==> src/rtl/serial_frame_pkg.sv <==
// Shared constants and FSM encoding for the framed serial multiplexer.
package serial_frame_pkg;

    localparam logic [7:0] SYNC_BYTE = 8'h7E;
    localparam logic [7:0] ESC_BYTE  = 8'h7D;
    localparam logic [7:0] ESC_XOR   = 8'h20;

    typedef enum logic [2:0] {
        ST_IDLE    = 3'd0,
        ST_SYNC    = 3'd1,
        ST_CHAN    = 3'd2,
        ST_PAYLOAD = 3'd3,
        ST_ESC     = 3'd4
    } state_e;

    function automatic logic needs_esc(input logic [7:0] b);
        return (b == SYNC_BYTE) || (b == ESC_BYTE);
    endfunction

endpackage

==> src/rtl/rr_arbiter.sv <==
// Combinational round-robin picker: first set request at or after ptr, modulo N.
module rr_arbiter #(
    parameter int N  = 4,
    parameter int PW = (N > 1) ? $clog2(N) : 1
) (
    input  logic [N-1:0]  req,
    input  logic [PW-1:0] ptr,
    output logic [PW-1:0] grant_idx,
    output logic          grant_valid
);

    always_comb begin
        grant_idx   = '0;
        grant_valid = 1'b0;
        // Walk offsets from farthest to nearest so the nearest request wins.
        for (int i = N - 1; i >= 0; i--) begin
            if (req[(int'(ptr) + i) % N]) begin
                grant_idx   = PW'((int'(ptr) + i) % N);
                grant_valid = 1'b1;
            end
        end
    end

endmodule

==> src/rtl/serial_frame_mux.sv <==
// N-channel word arbiter emitting HDLC-style frames: 0x7E, channel id, escaped payload MSB first.
module serial_frame_mux
    import serial_frame_pkg::*;
#(
    parameter int N_CH       = 4,
    parameter int WORD_BYTES = 2,
    parameter int PRIO0      = 1
) (
    input  logic                         clk,
    input  logic                         rst,
    input  logic [N_CH*WORD_BYTES*8-1:0] in_data,
    input  logic [N_CH-1:0]              in_stb,
    output logic [N_CH-1:0]              in_ack,
    output logic [7:0]                   out_data,
    output logic                         out_stb,
    input  logic                         out_ack,
    output logic                         busy,
    output logic [15:0]                  frame_count
);

    localparam int WW = WORD_BYTES * 8;
    localparam int PW = (N_CH > 1) ? $clog2(N_CH) : 1;
    localparam int IW = (WORD_BYTES > 1) ? $clog2(WORD_BYTES) : 1;

    state_e          state_q, state_d;
    logic [WW-1:0]   word_q, word_d;
    logic [3:0]      chan_q, chan_d;
    logic [IW-1:0]   idx_q, idx_d;
    logic [PW-1:0]   rr_ptr_q, rr_ptr_d;
    logic [7:0]      out_data_q, out_data_d;
    logic            out_stb_q, out_stb_d;
    logic            busy_q, busy_d;
    logic [15:0]     frame_count_q, frame_count_d;
    logic [N_CH-1:0] in_ack_c;

    logic [PW-1:0] arb_idx, gnt;
    logic          arb_valid, prio_hit, advance;
    logic [7:0]    cur_byte, nxt_byte;

    function automatic logic [7:0] byte_of(input logic [WW-1:0] w, input logic [IW-1:0] i);
        return w[int'(i)*8 +: 8];
    endfunction

    rr_arbiter #(.N(N_CH), .PW(PW)) u_arb (
        .req         (in_stb),
        .ptr         (rr_ptr_q),
        .grant_idx   (arb_idx),
        .grant_valid (arb_valid)
    );

    assign prio_hit = (PRIO0 != 0) && in_stb[0];
    assign gnt      = prio_hit ? '0 : arb_idx;
    assign cur_byte = byte_of(word_q, idx_q);

    always_comb begin
        state_d       = state_q;
        word_d        = word_q;
        chan_d        = chan_q;
        idx_d         = idx_q;
        rr_ptr_d      = rr_ptr_q;
        out_data_d    = out_data_q;
        out_stb_d     = out_stb_q;
        busy_d        = busy_q;
        frame_count_d = frame_count_q;
        in_ack_c      = '0;
        advance       = 1'b0;
        nxt_byte      = '0;

        case (state_q)
            ST_IDLE: if (arb_valid) begin
                in_ack_c[gnt] = 1'b1;
                word_d        = in_data[int'(gnt)*WW +: WW];
                chan_d        = 4'(gnt);
                if (!prio_hit)
                    rr_ptr_d = (gnt == PW'(N_CH - 1)) ? '0 : PW'(gnt + 1'b1);
                state_d       = ST_SYNC;
                out_stb_d     = 1'b1;
                out_data_d    = SYNC_BYTE;
                busy_d        = 1'b1;
            end
            ST_SYNC: if (out_ack) begin
                state_d    = ST_CHAN;
                out_data_d = {4'h0, chan_q};
            end
            ST_CHAN: if (out_ack) begin
                idx_d      = IW'(WORD_BYTES - 1);
                nxt_byte   = byte_of(word_q, IW'(WORD_BYTES - 1));
                state_d    = ST_PAYLOAD;
                out_data_d = needs_esc(nxt_byte) ? ESC_BYTE : nxt_byte;
            end
            ST_PAYLOAD: if (out_ack) begin
                if (needs_esc(cur_byte)) begin
                    state_d    = ST_ESC;
                    out_data_d = cur_byte ^ ESC_XOR;
                end else begin
                    advance = 1'b1;
                end
            end
            ST_ESC: if (out_ack) advance = 1'b1;
            default: state_d = ST_IDLE;
        endcase

        // Current payload byte fully sent: close the frame or step to the next lower byte.
        if (advance) begin
            if (idx_q == '0) begin
                state_d       = ST_IDLE;
                out_stb_d     = 1'b0;
                busy_d        = 1'b0;
                frame_count_d = frame_count_q + 16'd1;
            end else begin
                idx_d      = IW'(idx_q - 1'b1);
                nxt_byte   = byte_of(word_q, IW'(idx_q - 1'b1));
                state_d    = ST_PAYLOAD;
                out_data_d = needs_esc(nxt_byte) ? ESC_BYTE : nxt_byte;
            end
        end
    end

    always_ff @(posedge clk or posedge rst) begin
        if (rst) begin
            state_q       <= ST_IDLE;
            word_q        <= '0;
            chan_q        <= '0;
            idx_q         <= '0;
            rr_ptr_q      <= '0;
            out_data_q    <= '0;
            out_stb_q     <= 1'b0;
            busy_q        <= 1'b0;
            frame_count_q <= '0;
        end else begin
            state_q       <= state_d;
            word_q        <= word_d;
            chan_q        <= chan_d;
            idx_q         <= idx_d;
            rr_ptr_q      <= rr_ptr_d;
            out_data_q    <= out_data_d;
            out_stb_q     <= out_stb_d;
            busy_q        <= busy_d;
            frame_count_q <= frame_count_d;
        end
    end

    // The grant is decoded from live in_stb, so it must be masked while reset is held.
    assign in_ack      = rst ? '0 : in_ack_c;
    assign out_data    = out_data_q;
    assign out_stb     = out_stb_q;
    assign busy        = busy_q;
    assign frame_count = frame_count_q;

endmodule

==> config.mk <==
export PLATFORM = sky130hd
export DESIGN_NAME = serial_frame_mux
export DESIGN_NICKNAME = d
export VERILOG_FILES = /design/src/rtl/serial_frame_pkg.sv /design/src/rtl/rr_arbiter.sv /design/src/rtl/serial_frame_mux.sv
export SDC_FILE = /design/constraint.sdc
export NUM_CORES = 1
export LEC_CHECK = 0
export BUFFER_PORTS_ARGS = -buffer_cell sky130_fd_sc_hd__buf_4
export CAP_MARGIN = 25
export CORE_MARGIN = 4
export CORE_UTILIZATION = 49
export DETAILED_ROUTE_END_ITERATION = 7
export HOLD_SLACK_MARGIN = 0.02
export PLACE_DENSITY = 0.89
export SLEW_MARGIN = 40
export SYNTH_ARGS = -nofsm -noshare
export SYNTH_HDL_FRONTEND = slang
export SYNTH_HIERARCHICAL = 1
export SYNTH_SLANG_ARGS = --single-unit
==> constraint.sdc <==
create_clock -name clk -period 5.7 [get_ports clk]
set_clock_uncertainty 0.15 [all_clocks]
set_input_delay 0.285 -clock clk [delete_from_list [all_inputs] [get_ports clk]]
set_output_delay 0.285 -clock clk [all_outputs]
set_load 0.01 [all_outputs]
==> impl_summary.txt, run 1 <==
----------------------------------------------------
[Floorplanning]
  Number of rows in the core area ... 28
  Vertical die dimension ... slightly below 90 µm
  Core Area ... a little over 6000 µm²
  Initial core utilization ... 51.8%
  Die ar. ... 7800 µm²
  Overall die width ... 88.3 µm
  I/O pins ... 101

[Routing]
  Sum of met2 wire segment lengths after detailed routing ... approximately 4100 µm
  Top routing layer in use ... met4
  Routed Wire Length ... approximately 8400 µm
  Number of vias after detailed routing ... 3086
  Per-cell via count in the routed design ... 5.71
  Count of nets left with antenna violations after detail routing ... 0
  DRC Markers ... 0
  1st-pass router iterations ... 4
  Wirelength per Cell ... 15.6 µm
  Met3 Wirelength ... 690 µm
  DRT iter0 DRCs ... 243
  Total routed wire length on the met1 layer ... 3540 µm

[Power]
  Total chip power ... 1.58 mW
  Power per cell area ... roughly 390 nW/µm²
  Maximum resistive drop on vdd ... 173 µV
  Leakage power of the design ... 1.88 nW

[Place]
  Instance count after placement with tap cells included ... roughly 530
  PortBufs ... 100
  Final GP Congestion ... 0.944
  HPWL after detailed placement ... approximately 6500 µm

[Critical path]
  Worst endpoint data arrival time ... 2.84 ns
  Critical path cell sequence ... mux2i_1 -> a211oi_4 -> nand2b_1 -> buf_4 -> clkinv_1 -> ha_1 -> and3_1 -> buf_4
  Bufs and invs on worst path ... 3
  CP Capture Type ... output pin
  Category of the most critical setup path ... register to output pin
  Endpoint of the worst-slack reg-to-reg timing path ... word_q[11]$_DFFE_PP0P_
  Startpoint of the most critical register-to-register path ... rr_ptr_q[1]$_DFFE_PP0P_
  Worst reg2reg path depth ... 9
  Worst-path fanout max ... 20
  Crit start category ... register
  Critical Path RT ... 5.27 ns
  Cell mode on critical path ... buf_4
  Flop-to-flop setup slack ... 2.88 ns
  Peak per-stage delay on the critical path ... 0.46 ns
  Slowest CP cell ... clkinv_1
  Crit-path leading delay family ... buffers and inverters

[Yosys]
  Syn Inst Count ... 375
  Async set-reset flop share out of synthesis ... 100%
  Total nets after synthesis ... 451
  Mapped Area ... between 3000 and 4000 µm²
  Sequential fraction of the synthesis area ... about two fifths
  Main flop type after synthesis ... dfrtp_1
  Flop and latch count out of synthesis ... 50
  Syn. warnings ... 6
  Per-instance average area after synthesis ... 8.42 µm²
  Count of cell types in the netlist ... 50
  Post-synth EDFFs ... 0

[STA]
  Summed negative setup slack over all endpoints ... 0 ns
  Max Freq ... slightly above 300 MHz
  Final Setup Violations ... 0
  Final min period ... 3.28 ns
  Max transition margin ... between 40% and 50%
  Least-Margin Pin Slew ... between 0.8 and 0.9 ns
  RSZ-0062 raised after global routing ... false
  Final count of hold timing violations ... 0
  Final cycle utilization of the critical path ... between 50% and 60%
  Number of pins with negative max-slew slack in the final report ... 0

[Hold path]
  Worst hold stages ... 3
  Path category of the worst min-delay check ... primary input to register
  Start point of the worst hold path ... out_ack
  Hold-critical path endpoint ... state_q[1]$_DFFE_PP0P_

[Finish]
  Area added between synthesis and finish ... 28.1%
  NumNets Final ... ~540
  Share of post-route cells with drive strength above 1 ... between 30% and 40%
  Final core utilization ... 66.4%
  Filler Cells Inserted ... 519
  Cell Count, Final, Fillers Out ... 540
  Number of antenna cells inserted ... 0

[Clocking]
  TritonCTS clock tree ... yes
  Root buffer selected by CTS ... clkbuf_8
  Sink count of the clock tree ... 50
  Setup repair bufs after CTS ... 0
  Clock-pin slew on the worst setup and hold paths ... approximately 0.090 ns
  Total CTS buffers ... 5
  Worst-Skew Late Latency ... 0.30 ns
  Total number of H-tree levels ... 2
  Clock Tree Buf Depth ... 2

[Global route]
  Number of antenna violations at the first check in global routing ... 0
  Maximum number of pins on one net before global-route repair ... 39
  Via count of the first global-routing pass ... 3050
  Wire length of the first global-routing pass ... 14100 µm
  GRT Total Usage ... a little under a quarter
  GRT Residual Overflow ... 0

[Flow run]
  Total of max-cap violations ... 0

[Status]
  Status ... complete, no violations

----------------------------------------------------
timing repair:
| item | CTS | global route |
|---|---|---|
| gates resized for setup | 0 | 0 |
| hold buffers | 1 | 0 |
| hold endpoints to repair | 15 | 0 |
| endpoints found under the setup margin | 0 | 0 |
layout by cell type (no fill, tap or decap), types with 2 or more instances in the layout:
master,Yosys,final
buf_4,0,104
nand2_1,67,67
dfrtp_1,50,50
o21ai_0,38,38
nor2_1,29,29
nand3_1,26,26
mux2_2,20,20
a21oi_1,18,18
nand2b_1,12,12
xnor2_1,10,10
xor2_1,7,7
o31ai_1,6,6
inv_1,6,5
nand4_1,5,5
ha_1,5,5
clkbuf_8,0,5
nor3_1,4,4
a2111oi_0,4,4
and3_1,4,4
nor2b_1,3,3
a211oi_1,3,3
mux2i_1,3,3
o22ai_1,2,2
a22o_1,2,2
nor3b_1,2,2
a221oi_1,2,2
nor3_2,2,2
worst max path at each step:
stage,endpoint,depth (start not counted),start,slack [ns]
floorplan,in_ack[1],9,rr_ptr_q[1]$_DFFE_PP0P_,3.20
global placement,in_ack[1],8,rr_ptr_q[1]$_DFFE_PP0P_,2.65
detailed placement,in_ack[1],8,rr_ptr_q[1]$_DFFE_PP0P_,2.75
CTS,in_ack[1],8,rr_ptr_q[1]$_DFFE_PP0P_,2.39
global route,in_ack[1],8,rr_ptr_q[1]$_DFFE_PP0P_,2.20
finish,in_ack[1],8,rr_ptr_q[1]$_DFFE_PP0P_,2.42
cell families (layout without fill, tap and decap cells):
group	count (synthesis)	in the layout	share of synthesized area, %
flip-flops	50	50	39.6
AO/OA/AOI/OAI	84	84	16.1
XOR/XNOR	17	17	4.71
multiplexers	24	24	8.44
buffers and inverters	29	119	3.56
AND/OR/NAND/NOR	166	166	25.6
adder cells (fa/ha/maj)	5	5	1.98
metrics by stage:
step	instance area (µm²)	setup WS [ns]	hold slack [ns]
final	4050	2.42	0.203
after global routing	4050	2.20	0.198
after CTS	4050	2.39	0.192
after detailed placement	3960	2.75	0.123
after global placement	3950	2.65	0.123
after floorplan	3160	3.20	0.300
worst reg2reg max path: cells and delay by family, from the launching register on:
kind                   cells  cell delay, ns
AND/OR/NAND/NOR            3            0.35
AO/OA/AOI/OAI              3            1.05
multiplexers               1            0.19
buffers and inverters      2            0.55
flip-flops                 1            0.44
power breakdown:
| group | total [mW] | internal, mW | switching, mW |
|---|---|---|---|
| Sequential | 0.645 | 0.484 | 0.160 |
| Combinational | 0.736 | 0.341 | 0.395 |
| Clock | 0.197 | 0.0844 | 0.113 |
| Total | 1.58 | 0.910 | 0.667 |
layout make-up:
| cell class | count | area [µm²] | share of cell area, % |
|---|---|---|---|
| Tap cell | 75 | 93.8 | 2.32 |
| Multi-Input combinational cell | 296 | 1800 | 44.6 |
| Inverter | 7 | 26.3 | 0.649 |
| Clock buffer | 6 | 72.6 | 1.79 |
| Clock inverter | 1 | 7.51 | 0.186 |
| Sequential cell | 50 | 1250 | 30.9 |
| Timing Repair Buffer | 105 | 791 | 19.5 |
cell usage after synthesis (2+ instances only):
cell type | instances | area, µm²
nor3_1 | 4 | 20.0
buf_1 | 3 | 11.3
inv_1 | 6 | 22.5
buf_2 | 3 | 15.0
nand3_1 | 26 | 130
nor2_1 | 29 | 109
a21oi_1 | 18 | 90.1
xnor2_1 | 10 | 87.6
a221oi_1 | 2 | 17.5
nand2b_1 | 12 | 75.1
nand2_1 | 67 | 251
o31ai_1 | 6 | 45.0
nor3b_1 | 2 | 15.0
a211oi_1 | 3 | 22.5
xor2_1 | 7 | 61.3
a22o_1 | 2 | 17.5
nand4_1 | 5 | 31.3
a2111oi_0 | 4 | 35.0
o21ai_0 | 38 | 190
dfrtp_1 | 50 | 1250
nor3_2 | 2 | 20.0
o22ai_1 | 2 | 12.5
ha_1 | 5 | 62.6
nor2b_1 | 3 | 18.8
mux2i_1 | 3 | 30.0
mux2_2 | 20 | 225
or3_1 | 2 | 12.5
clkbuf_1 | 16 | 60.1
and3_1 | 4 | 25.0
sequential cells by signal, indices dropped and copies added, names as in the netlist:
| register | cells |
|---|---|
| frame_count | 16 |
| word_q | 16 |
| out_data | 8 |
| state_q | 3 |
| chan_q | 2 |
| rr_ptr_q | 2 |
| busy | 1 |
| idx_q | 1 |
| out_stb | 1 |
metal layers:
| metal | GRT usage [%] | vias to the layer above |
|---|---|---|
| li1 | - | 1495 |
| met4 | 5.77 | 0 |
| met1 | 29.0 | 1432 |
| met5 | 0 | - |
| met2 | 38.3 | 144 |
| met3 | 5.21 | 15 |
(Power assumes the default switching activity.)
==> run 2, diff against run 1 <==
--- a/config.mk
+++ b/config.mk
@@ -5,13 +5,14 @@
 export SDC_FILE = /design/constraint.sdc
 export NUM_CORES = 1
 export LEC_CHECK = 0
+export ABC_AREA = 1
 export BUFFER_PORTS_ARGS = -buffer_cell sky130_fd_sc_hd__buf_4
 export CAP_MARGIN = 25
 export CORE_MARGIN = 4
 export CORE_UTILIZATION = 49
 export DETAILED_ROUTE_END_ITERATION = 7
 export HOLD_SLACK_MARGIN = 0.02
-export PLACE_DENSITY = 0.89
+export PLACE_DENSITY = 0.9
 export SLEW_MARGIN = 40
 export SYNTH_ARGS = -nofsm -noshare
 export SYNTH_HDL_FRONTEND = slang
==> constraint.sdc (replaced) <==
create_clock -name clk -period 2.6 [get_ports clk]
set_clock_uncertainty 0.15 [all_clocks]
set_input_delay 0.13 -clock clk [delete_from_list [all_inputs] [get_ports clk]]
set_output_delay 0.13 -clock clk [all_outputs]
set_load 0.01 [all_outputs]
==> run 2 against run 1 <==
  * Cell area is 23% higher
  * Sequential cell count unchanged
  * Routed wire length up 42%
  * First-iteration DRC count up 83%
==> impl_summary.txt, run 2 <==
----------------------------------------------------
[Yosys]
  Async set-reset flop share out of synthesis ... between 90% and 100%
  Top cell types by occurrence after synthesis ... nand2_1, o21ai_0, nor2_1
  Top-count cell post-synth ... nand2_1
  Mapped Area ... 3810 µm²
  Flop and latch count out of synthesis ... 50
  Per-instance average area after synthesis ... about 6.5 µm²
  Count of cell types in the netlist ... 39
  Yosys top cell area share ... approximately 33%
  Main flop type after synthesis ... dfrtp_1
  Cell taking the most area after synthesis ... dfrtp_1
  Post-synth EDFFs ... 0
  Top post-synthesis cells by area ... dfrtp_1, nand2_1, o21ai_0
  Syn Inst Count ... 585
  Total nets after synthesis ... 661
  Syn. warnings ... 6
  Sequential fraction of the synthesis area ... 32.8%

[Clocking]
  Sink count of the clock tree ... 50
  Clock Tree Buf Depth ... 2
  TritonCTS clock tree ... yes
  Total CTS buffers ... 5
  Worst-Skew Late Latency ... 0.32 ns
  Total number of H-tree levels ... 2
  Clock-pin slew on the worst setup and hold paths ... 0.11 ns
  Root buffer selected by CTS ... clkbuf_8

[Critical path]
  Slowest CP cell ... dfrtp_2
  Cell mode on critical path ... nand2_1
  CP Capture Type ... output pin
  Bufs and invs on worst path ... 4
  Category of the most critical setup path ... register to output pin
  Crit start category ... register
  Peak per-stage delay on the critical path ... 0.49 ns
  Worst endpoint data arrival time ... 2.29 ns
  Crit-path leading delay family ... simple AND/OR/NAND/NOR gates
  Worst-path fanout max ... 19
  Critical Path RT ... ~2.3 ns
  Flop-to-flop setup slack ... 0.17 ns
  Critical path cell sequence ... buf_6 -> nand2_1 -> o21ai_2 -> nand2_1 -> nand2_1 -> nand3_1 -> nand3_1 -> nand2_1 -> buf_6 -> ha_1 -> inv_1 -> nor2_1 -> buf_4

[Finish]
  Area occupied by multi-input gates ... between 2000 and 2500 µm²
  Number of antenna cells inserted ... 0
  Share of post-route cells with drive strength above 1 ... 25.1%
  Area added between synthesis and finish ... 30.0%
  NumNets Final ... 772
  Area occupied by registers ... 1250 µm²
  Filler Cells Inserted ... between 600 and 700
  Leading cell types in the layout, fill and taps excluded ... nand2_1, buf_4, o21ai_0
  Final core utilization ... 66.9%
  Most common cell after layout, fill and taps aside ... nand2_1

[Power]
  Leakage power of the design ... 2.53 nW
  Power per cell area ... about 1200 nW/µm²
  Total chip power ... 5.74 mW
  Maximum resistive drop on vdd ... around 670 µV

[STA]
  Max Freq ... 389 MHz
  Final Setup Violations ... 0
  Final min period ... 2.57 ns
  Least-Margin Pin Slew ... 0.623 ns
  Number of pins with negative max-slew slack in the final report ... 0
  Max transition margin ... 58.5%
  Final cycle utilization of the critical path ... 98.8%
  Final hold slack ... 0.0387 ns
  Smallest setup slack after layout ... 0.0324 ns
  Final count of hold timing violations ... 0

[Global route]
  GRT Residual Overflow ... 0
  GR Util met3 ... 4.85%
  M2 GR Usage ... around 44%
  Wire length of the first global-routing pass ... 19000 µm
  Met1 layer usage reported by global route ... about a third
  Maximum number of pins on one net before global-route repair ... between 50 and 60
  Peak-usage layer in the global routing report ... met2
  Number of antenna violations at the first check in global routing ... 0
  Via count of the first global-routing pass ... roughly 4300
  GRT Total Usage ... 26.1%

[Place]
  Final GP Congestion ... 1.06
  PortBufs ... 100
  HPWL after detailed placement ... 8630 µm
  Pre-CTS WS ... 0.0704 ns

[Routing]
  Routed Wire Length ... 12000 µm
  Count of nets left with antenna violations after detail routing ... 0
  DRT iter0 DRCs ... approximately 440
  DRC Markers ... 0
  Number of vias after detailed routing ... around 4500
  Per-cell via count in the routed design ... 5.60
  1st-pass router iterations ... 5
  Wirelength per Cell ... 15.0 µm

[Hold path]
  Path category of the worst min-delay check ... primary input to register

[Floorplanning]
  Core Area ... approximately 7400 µm²
  Number of rows in the core area ... 31
  Overall die width ... 96.2 µm
  I/O pins ... 101
  Vertical die dimension ... around 96 µm
  Die ar. ... 9260 µm²
  Initial core utilization ... 51.5%

[Status]
  Status ... complete, no violations

[Flow run]
  Total of max-cap violations ... 0

----------------------------------------------------
[run 2: kinds of logic (layout without fill, tap and decap cells)]
| kind of cell | Yosys count | count (layout) | share of synthesized area [%] |
|---|---|---|---|
| compound gates | 119 | 119 | 16.9 |
| fa+ha+maj | 5 | 5 | 1.64 |
| buf+inv | 81 | 193 | 9.74 |
| mux | 1 | 1 | 0.295 |
| flops | 50 | 50 | 32.8 |
| simple gates | 316 | 316 | 35.6 |
| xor+xnor | 13 | 13 | 2.99 |
[run 2: tightest hold or removal path, cell delays in order]
cell	delay, ns
buf_4	0.08
nor2_1	0.03
o22ai_1	0.11
nand2_1	0.06
o21ai_0	0.06
[run 2: timing repair]
action	CTS	global route
setup endpoints to repair	4	15
hold buffers	1	0
gates resized for setup	10	13
gates cloned	1	0
hold endpoints to repair	50	0
pin swaps	1	13
setup buffers	4	8
[run 2: worst paths after layout]
check	endpoint	depth (start not counted)	from
max	in_ack[0]	13	rr_ptr_q[0]$_DFFE_PP0P_
max reg2reg	word_q[6]$_DFFE_PP0P_	17	rr_ptr_q[0]$_DFFE_PP0P_
min in group asynchronous	rr_ptr_q[0]$_DFFE_PP0P_	4	rst
min	word_q[11]$_DFFE_PP0P_	5	in_data[27]
max in group asynchronous	rr_ptr_q[0]$_DFFE_PP0P_	4	rst
min reg2reg	frame_count[0]$_DFFE_PP0P_	1	frame_count[0]$_DFFE_PP0P_
[run 2: layer usage]
metal	routed length [µm]	vias up
met3	953	46
met5	0	-
li1	-	2108
met2	5940	235
met4	332	0
met1	4740	2069
[run 2: metrics by stage]
step,cells,area [µm²],setup TNS (ns)
final,796,4960,0
after global routing,796,4960,-0.262
after CTS,788,4850,-0.00124
after detailed placement,774,4630,0
after global placement,774,4630,0
after floorplan,585,3820,0
[run 2: where the power goes]
group	switching [mW]	total, mW	internal (mW)
clock network	0.295	0.589	0.294
logic	2.29	3.72	1.42
registers	0.340	1.43	1.09
total	2.93	5.74	2.81
[run 2: cell type report]
type / instances / area share, %
Multi-Input combinational cell: 454 / 45.2
Sequential cell: 50 / 25.3
Timing Repair Buffer: 124 / 19.7
Inverter: 61 / 4.95
Tap cell: 99 / 2.50
Clock buffer: 5 / 1.39
Clock inverter: 3 / 0.959
